--- config.mk ---
export PLATFORM = sky130hd
export DESIGN_NAME = decoder
export DESIGN_NICKNAME = d
export VERILOG_FILES = /design/src/rtl/decoder_pkg.sv /design/src/rtl/decoder_core.sv /design/src/rtl/decoder.sv
export SDC_FILE = /design/constraint.sdc
export NUM_CORES = 1
export LEC_CHECK = 0
export CORE_AREA = 2 2 39 41
export DETAILED_ROUTE_END_ITERATION = 8
export DIE_AREA = 0 0 41 43
export GPL_TIMING_DRIVEN = 0
export MAX_ROUTING_LAYER = met4
export PLACE_DENSITY_LB_ADDON = 0.12
export SLEW_MARGIN = 25
export SYNTH_ARGS = -nofsm -noshare
export SYNTH_HDL_FRONTEND = slang
export SYNTH_SLANG_ARGS = --single-unit
--- constraint.sdc ---
create_clock -name clk -period 4.7 [get_ports clk]
set_clock_uncertainty 0.1 [all_clocks]
set_input_delay 1.175 -clock clk [delete_from_list [all_inputs] [get_ports clk]]
set_output_delay 1.175 -clock clk [all_outputs]
set_load 0.02 [all_outputs]
--- src/rtl/decoder_pkg.sv ---
// decoder_pkg: shared widths, result struct and width helper for the log2 encoder.
package decoder_pkg;
    localparam int DEC_IN_W = 8;
    // Index field is sized for the widest supported input; users slice to their OUT_W.
    localparam int DEC_IDX_W = 16;

    function automatic int dec_out_w(input int in_w);
        return (in_w < 2) ? 1 : $clog2(in_w);
    endfunction

    localparam int DEC_OUT_W = dec_out_w(DEC_IN_W);

    typedef struct packed {
        logic [DEC_IDX_W-1:0] index;
        logic                 zero;
        logic                 multi;
    } dec_result_t;
endpackage

--- src/rtl/decoder_core.sv ---
// decoder_core: combinational MSB-priority scan producing index, zero and multi flags.
module decoder_core
    import decoder_pkg::*;
#(
    parameter int IN_W = DEC_IN_W
) (
    input  logic [IN_W-1:0] in_i,
    output dec_result_t     res_o
);
    always_comb begin
        res_o = '0;
        for (int i = 0; i < IN_W; i++) res_o.index = in_i[i] ? DEC_IDX_W'(i) : res_o.index;
        res_o.zero  = in_i == '0;
        res_o.multi = (in_i & (in_i - IN_W'(1))) != '0;
    end
endmodule

--- src/rtl/decoder.sv ---
// decoder: one-hot to binary index with a combinational path and a one-cycle registered copy.
module decoder
    import decoder_pkg::*;
#(
    parameter  int IN_W  = DEC_IN_W,
    localparam int OUT_W = dec_out_w(IN_W)
) (
    input  logic             clk,
    input  logic             rst,
    input  logic [IN_W-1:0]  in,
    input  logic             in_valid,
    output logic [OUT_W-1:0] out,
    output logic             zero,
    output logic             multi,
    output logic [OUT_W-1:0] out_q,
    output logic             zero_q,
    output logic             multi_q,
    output logic             out_valid
);
    dec_result_t res, res_d, res_q;
    logic        vld_d, vld_q;
    logic        unused_hi;

    decoder_core #(.IN_W(IN_W)) u_core (
        .in_i  (in),
        .res_o (res)
    );

    // Only the low OUT_W index bits are meaningful; the rest are always zero.
    always_comb begin
        res_d       = rst ? '0 : (in_valid ? res : res_q);
        res_d.index = {{(DEC_IDX_W-OUT_W){1'b0}}, res_d.index[OUT_W-1:0]};
        vld_d       = !rst && in_valid;
    end

    always_ff @(posedge clk) begin
        res_q <= res_d;
        vld_q <= vld_d;
    end

    assign unused_hi = ^{res.index[DEC_IDX_W-1:OUT_W], res_q.index[DEC_IDX_W-1:OUT_W]};
    assign out       = res.index[OUT_W-1:0];
    assign zero      = res.zero;
    assign multi     = res.multi;
    assign out_q     = res_q.index[OUT_W-1:0];
    assign zero_q    = res_q.zero;
    assign multi_q   = res_q.multi;
    assign out_valid = vld_q;
endmodule

Word level (Yosys, flattened, before mapping) --
Index checks and enable logic that the tools add are counted.
Cells by class: bitwise gates (word level) 1, reduce and logical (&&, ||, !) cells 4, multiplexer cells 7, add/subtract/negate cells 1
Operators by type and width (count):
- $mux 3 | 6
- $and 8x8->8 | 1
- $logic_not 8->1 | 1
- $reduce_bool 8->1 | 1
- $sub 8x1->8 const B | 1
- $logic_and 1x1->1 | 1
- $logic_not 1->1 | 1
- $mux 1 | 1
Storage, ports and cells: input port bits 11, logic and storage cells 17, bits in registers 6

Depth between registers and ports, before layout --
depth in word-level cells 7, depth in mapped cells 4, gate-level depth less buffers 4

By module --
Synthesis repeated with hierarchy kept, for this count alone.
Unflattened totals: cells, all modules 51, area total of the unflattened synthesis 426.7 µm²
Modules (own cells, without submodules):
- decoder_core | cells each 33, area each 220.2 µm², instances 1, sequential area each 0.0 µm²
- decoder | cells each 18, area each 206.4 µm², instances 1, sequential area each 120.1 µm²

Worst setup path after synthesis --
OpenSTA, ideal clock, no wires.
path kind input -> output, start point in in[7], end point out zero, stages on the path 2, data required time 3.425 ns, arrival 2.194 ns, slack 1.231 ns, cells stage by stage or4_4 -> nor4b_4
On the way: word-level cells in the longest chain between the ends 1
RTL lines:
- from (decl) | RTL line decoder.sv:10 | input logic [IN_W-1:0] in,
- $logic_not 8->1 | RTL line decoder_core.sv:13 | res_o.zero = in_i == '0;
- to (decl) | RTL line decoder.sv:13 | output logic zero,
Every way passes these cells.

Worst setup path in the final report --
Ends and elaborated chain as after synthesis.

==> metrics <==
largest vdd supply drop 84.6 µV; CTS max path bufs 2; category of the worst setup path launch point input pin; Die X-Extent 41 µm; Cell Count Post-Placement 74; crit share post-route 95.3%; slew margin rel. 80.7%; top cell type's share of synthesized area 34.5%; total wire length 812 µm; Slew @ Worst Pin 0.287 ns; cell-internal power 0.000104 W; setup repair after global routing missed its margin no; count of distinct cell types in the synthesized netlist 20; total inserted antenna cells 0; post_cts resized 0; crit path from in[7]; post-CTS repair timing setup buffer count 0; global-route wire length before repair 1310 µm; final period demand of the worst path 4.48 ns; synthesized area 348 µm²; Leakage 0.230 nW; number of clock sinks seen by CTS 6; DP HPWL 678 µm; Net Switching 0.0000381 W; gp weighted congestion 0.613; worst reg-to-reg path cell count 2; fraction of power consumed by sequential logic 39.1%; CTS clk-pin slew, worst paths 0.04 ns; worst endpoint required time 3.42 ns; total of endpoints with negative setup slack in the final report 0; share of cells above drive strength 1 11.5%; Mapped Nets 49; cell area after layout 591 µm²; largest net degree at the start of global routing 9; number of iterations in the first detailed-routing pass 2; routed vias 358; dominant cells by area after synthesis sky130_fd_sc_hd__dfxtp_1, sky130_fd_sc_hd__mux2i_1, sky130_fd_sc_hd__nor2_1, sky130_fd_sc_hd__nor4b_4, sky130_fd_sc_hd__a311oi_1; Pwr Density 241 nW/µm²; Gate power share 27.8%; number of H-tree levels 1; number of filler cells placed in the layout 158; final std cells w/o fill 77; remaining global-route overflow 0; Synth warnings 0; placeable core region 1380 µm²; number of remaining DRC errors 0; Worst R2R Setup Slack 3.93 ns; max-slew violation count 0; maximum fanout encountered on the critical timing path 5; Area growth syn-to-layout 69.8%; fraction of power spent switching nets 26.7%; Arrival @ worst endpoint 3.20 ns; share of power burned in the clock network 33.1%; worst reg2reg startpoint multi_q$_SDFFE_PP0P_; final layout net count 74; Via-to-Cell Ratio 4.65; Worst setup EP type output port; syn avg cell area 9.15 µm²; TritonCTS clock tree done; synthesized netlist cell count 38; antenna violations before repair 0; Die Y 43 µm; setup_tns 0 ns; post-synthesis sequential area ratio 34.5%; synthesis-stage register bit count 6; Worst Min Path Start out_q[0]$_SDFFE_PP0P_; clock latency on the worst-skew pair 0.24 ns; Post-CTS Hold Fix Bufs 0; drt initial violations 2; final hold violations 0; Cell Area, Placed 568 µm²; Hold Crit Class flip-flop to flip-flop; row cnt 14; type of the worst setup path input pin to output port; global-route total usage across every layer 11.2%; Initial Utilization 25.1%; remaining antenna violation count 0; top-level port count 22; mean routed wirelength per cell 10.5 µm; Min-Delay Path Depth 2; outcome finished clean; Die Area 1760 µm²; max-cap violations 0; buffer type at the clock tree root sky130_fd_sc_hd__clkbuf_4; count of input and output buffers 20; number of global-route vias before repair 317; cell accounting for the most synthesized area sky130_fd_sc_hd__dfxtp_1; Max Clk Rate 0.223 GHz; CTS buffer count 3
[flip-flops by register name, indices dropped and copies added (netlist names)]
register   count
out_q          3
zero_q         1
out_valid      1
multi_q        1
[worst paths after layout]
path,endpoint
hold / removal,out_q[0]$_SDFFE_PP0P_
hold reg to reg,out_q[0]$_SDFFE_PP0P_
setup / recovery,zero
setup reg to reg,multi_q$_SDFFE_PP0P_
[critical path, stage by stage]
cell and delay (ns):
sky130_fd_sc_hd__clkdlybuf4s50_1 0.48, sky130_fd_sc_hd__or4_4 0.61, sky130_fd_sc_hd__nor4b_4 0.29, sky130_fd_sc_hd__clkdlybuf4s50_1 0.65
[power by group through the flow]
stage	Clock [W]	Sequential [W]	Combinational, W
finish	0.0000472	0.0000556	0.0000396
global route	0.0000526	0.0000559	0.0000430
CTS	0.0000492	0.0000557	0.0000400
detailed placement	0	0.0000566	0.0000400
global placement	0	0.0000565	0.0000399
floorplan	0	0.0000604	0.0000139
[metrics by stage]
step | setup WS, ns | util, % | total power (W) | hold slack [ns]
final | 0.220 | 42.7 | 0.000142 | 0.381
after detailed placement | 0.207 | 41.0 | 0.0000966 | 0.385
after global routing | 0.0975 | 42.7 | 0.000151 | 0.423
after floorplan | 1.23 | - | 0.0000743 | 0.449
after CTS | 0.208 | 42.7 | 0.000145 | 0.391
after global placement | 0.216 | 41.0 | 0.0000965 | 0.383
[cells in the final DEF, fill, tap and decap left out]
cell type / n
sky130_fd_sc_hd__nor2_1: 7
sky130_fd_sc_hd__inv_1: 2
sky130_fd_sc_hd__maj3_1: 1
sky130_fd_sc_hd__nor2b_1: 1
sky130_fd_sc_hd__a211o_2: 1
sky130_fd_sc_hd__nor4b_4: 1
sky130_fd_sc_hd__a22o_1: 1
sky130_fd_sc_hd__o21bai_1: 2
sky130_fd_sc_hd__or4_4: 1
sky130_fd_sc_hd__buf_6: 1
sky130_fd_sc_hd__mux2i_1: 3
sky130_fd_sc_hd__nor3_1: 1
sky130_fd_sc_hd__clkbuf_4: 3
sky130_fd_sc_hd__nand2b_1: 1
sky130_fd_sc_hd__o22ai_1: 1
sky130_fd_sc_hd__a311oi_1: 2
sky130_fd_sc_hd__clkdlybuf4s50_1: 20
sky130_fd_sc_hd__dfxtp_1: 6
sky130_fd_sc_hd__o31ai_1: 1
sky130_fd_sc_hd__or4_1: 1
sky130_fd_sc_hd__nand2_1: 2
sky130_fd_sc_hd__a21oi_1: 2
[cells by family (layout without fill, tap and decap cells)]
family,Yosys count,in the layout,share of synthesized area (%)
adder cells (fa/ha/maj),1,1,2.88
AND/OR/NAND/NOR,15,15,27.0
buffers and inverters,3,26,5.40
flip-flops,6,6,34.5
AO/OA/AOI/OAI,10,10,21.6
multiplexers,3,3,8.63
[area by class of cell]
class / instances / area (µm²) / share of cell area, %
inverters: 2 / 7.51 / 1.27
well taps: 16 / 20.0 / 3.39
clock buffers: 3 / 22.5 / 3.81
plain buffers: 1 / 11.3 / 1.91
flip-flops and latches: 6 / 120 / 20.3
multi-input cells: 29 / 209 / 35.4
repair buffers: 20 / 200 / 33.9
[layer usage]
metal / vias up / global-route usage (%) / share of wire, %
met5: - / - / 0
met4: 0 / 8.00 / 0
met3: 0 / 3.14 / 5.5
met2: 13 / 14.7 / 48
met1: 156 / 14.1 / 46
li1: 189 / - / -
[synth_stat cells, drive strengths merged]
| master | instances |
|---|---|
| nor2 | 7 |
| dfxtp | 6 |
| mux2i | 3 |
| a21oi | 2 |
| a311oi | 2 |
| inv | 2 |
| nand2 | 2 |
| o21bai | 2 |
| or4 | 2 |
| a211o | 1 |
| a22o | 1 |
| buf | 1 |
| maj3 | 1 |
| nand2b | 1 |
| nor2b | 1 |
| nor3 | 1 |
| nor4b | 1 |
| o22ai | 1 |
| o31ai | 1 |
Note: power is estimated with default switching activity, not from simulation.
==> patch: new RTL, same settings <==
Set the package constant `DEC_IN_W` to 10 (it was 8).
--- a/src/rtl/decoder_pkg.sv
+++ b/src/rtl/decoder_pkg.sv
@@ -2,3 +2,3 @@
 package decoder_pkg;
-    localparam int DEC_IN_W = 8;
+    localparam int DEC_IN_W = 10;
     // Index field is sized for the widest supported input; users slice to their OUT_W.
Interface: changed (resized in, out and out_q); port bits go from 22 to 26. The function was not compared with the original's and may differ.
==> patch against the original RTL <==
- non-clock buffer count increased by 5
- power increased by 14%
- wire length increased by 30%
- largest cell class is now multi-input gates
- setup slack improved by 0.024 ns
- synthesized area increased by 22%
- first-iteration DRC count increased to 3.5 times the old value
- sequential cell count increased by 1
- cell area increased by 21%
==> patch: results (changes against the original RTL) <==
[run_status]
status=completed  ; unchanged

[hold_path]
min_from=out_q[1]$_SDFFE_PP0P_  ; was out_q[0]$_SDFFE_PP0P_

[worst_setup_path]
reg2reg_slack_ns=3.89  ; was 3.93 ns
arrival_ns=3.18  ; was 3.20 ns

[yosys]
avgSynthCellArea_um2=8.18  ; was 9.15 µm²
synthDistinctLibCells=21  ; was 20
synth-compound-area-share_pct=20.9  ; was 21.6%
syn_nets=65  ; was 49
ys_seq_area_share_pct=32.9  ; was 34.5%

[detailed_routing]
dr.first_iter.drc_count=7  ; was 2
met3WireLength_um=103  ; was 45 µm
drt_pre_antenna_iters=4  ; was 2
wl_met1_um=461  ; was 377 µm
wl_met2_um=489  ; was 389 µm

[power]
peakVddDrop_v=0.000163  ; was 0.0000846 V
p_leak_nw=0.269  ; was 0.230 nW
swShare_pct=27.2  ; was 26.7%

[sta]
hold_ws_ns=0.363  ; was 0.381 ns

[layout]
drive_gt1_share_pct=7.50  ; was 11.5%
nNetsFinal=94  ; was 74
seq_share_pct=19.7  ; was 20.3%
buf_share_pct=34.8  ; was 35.8%
n_sequential_cell=7  ; was 6

[grt]
use_met2_pct=20.3  ; was 14.7%

[placement]
place_congestion=0.729  ; was 0.613

## patch: cell count changes after synthesis, sizes merged, moves of 2 or more
cell | unedited run | this run
a21oi | 2 | 4
o21bai | 2 | 0
nor2 | 7 | 11
clkbuf | 0 | 2
o21ai | 0 | 3
## patch: power by group through the flow
stage | clock network (mW) | logic (mW) | registers (mW)
6_report | 0.0528 | 0.0459 | 0.0638
5_1_grt | 0.0607 | 0.0502 | 0.0640
4_1_cts | 0.0561 | 0.0463 | 0.0638
3_5_place_dp | 0 | 0.0460 | 0.0650
3_3_place_gp | 0 | 0.0460 | 0.0650
2_1_floorplan | 0 | 0.0159 | 0.0688
## patch: worst max path at each step
stage	from	to	cells after the start
final	in[6]	multi	6
after global routing	in[6]	multi	6
after CTS	in[6]	multi	6
after detailed placement	in[2]	multi	6
after global placement	in[6]	multi	6
after floorplan	in[5]	multi	4
## patch: through the flow
step	area [µm²]	power, mW
after global placement	686	0.111
final	712	0.163
after floorplan	425	0.0848
after global routing	712	0.175
after detailed placement	686	0.111
after CTS	712	0.166
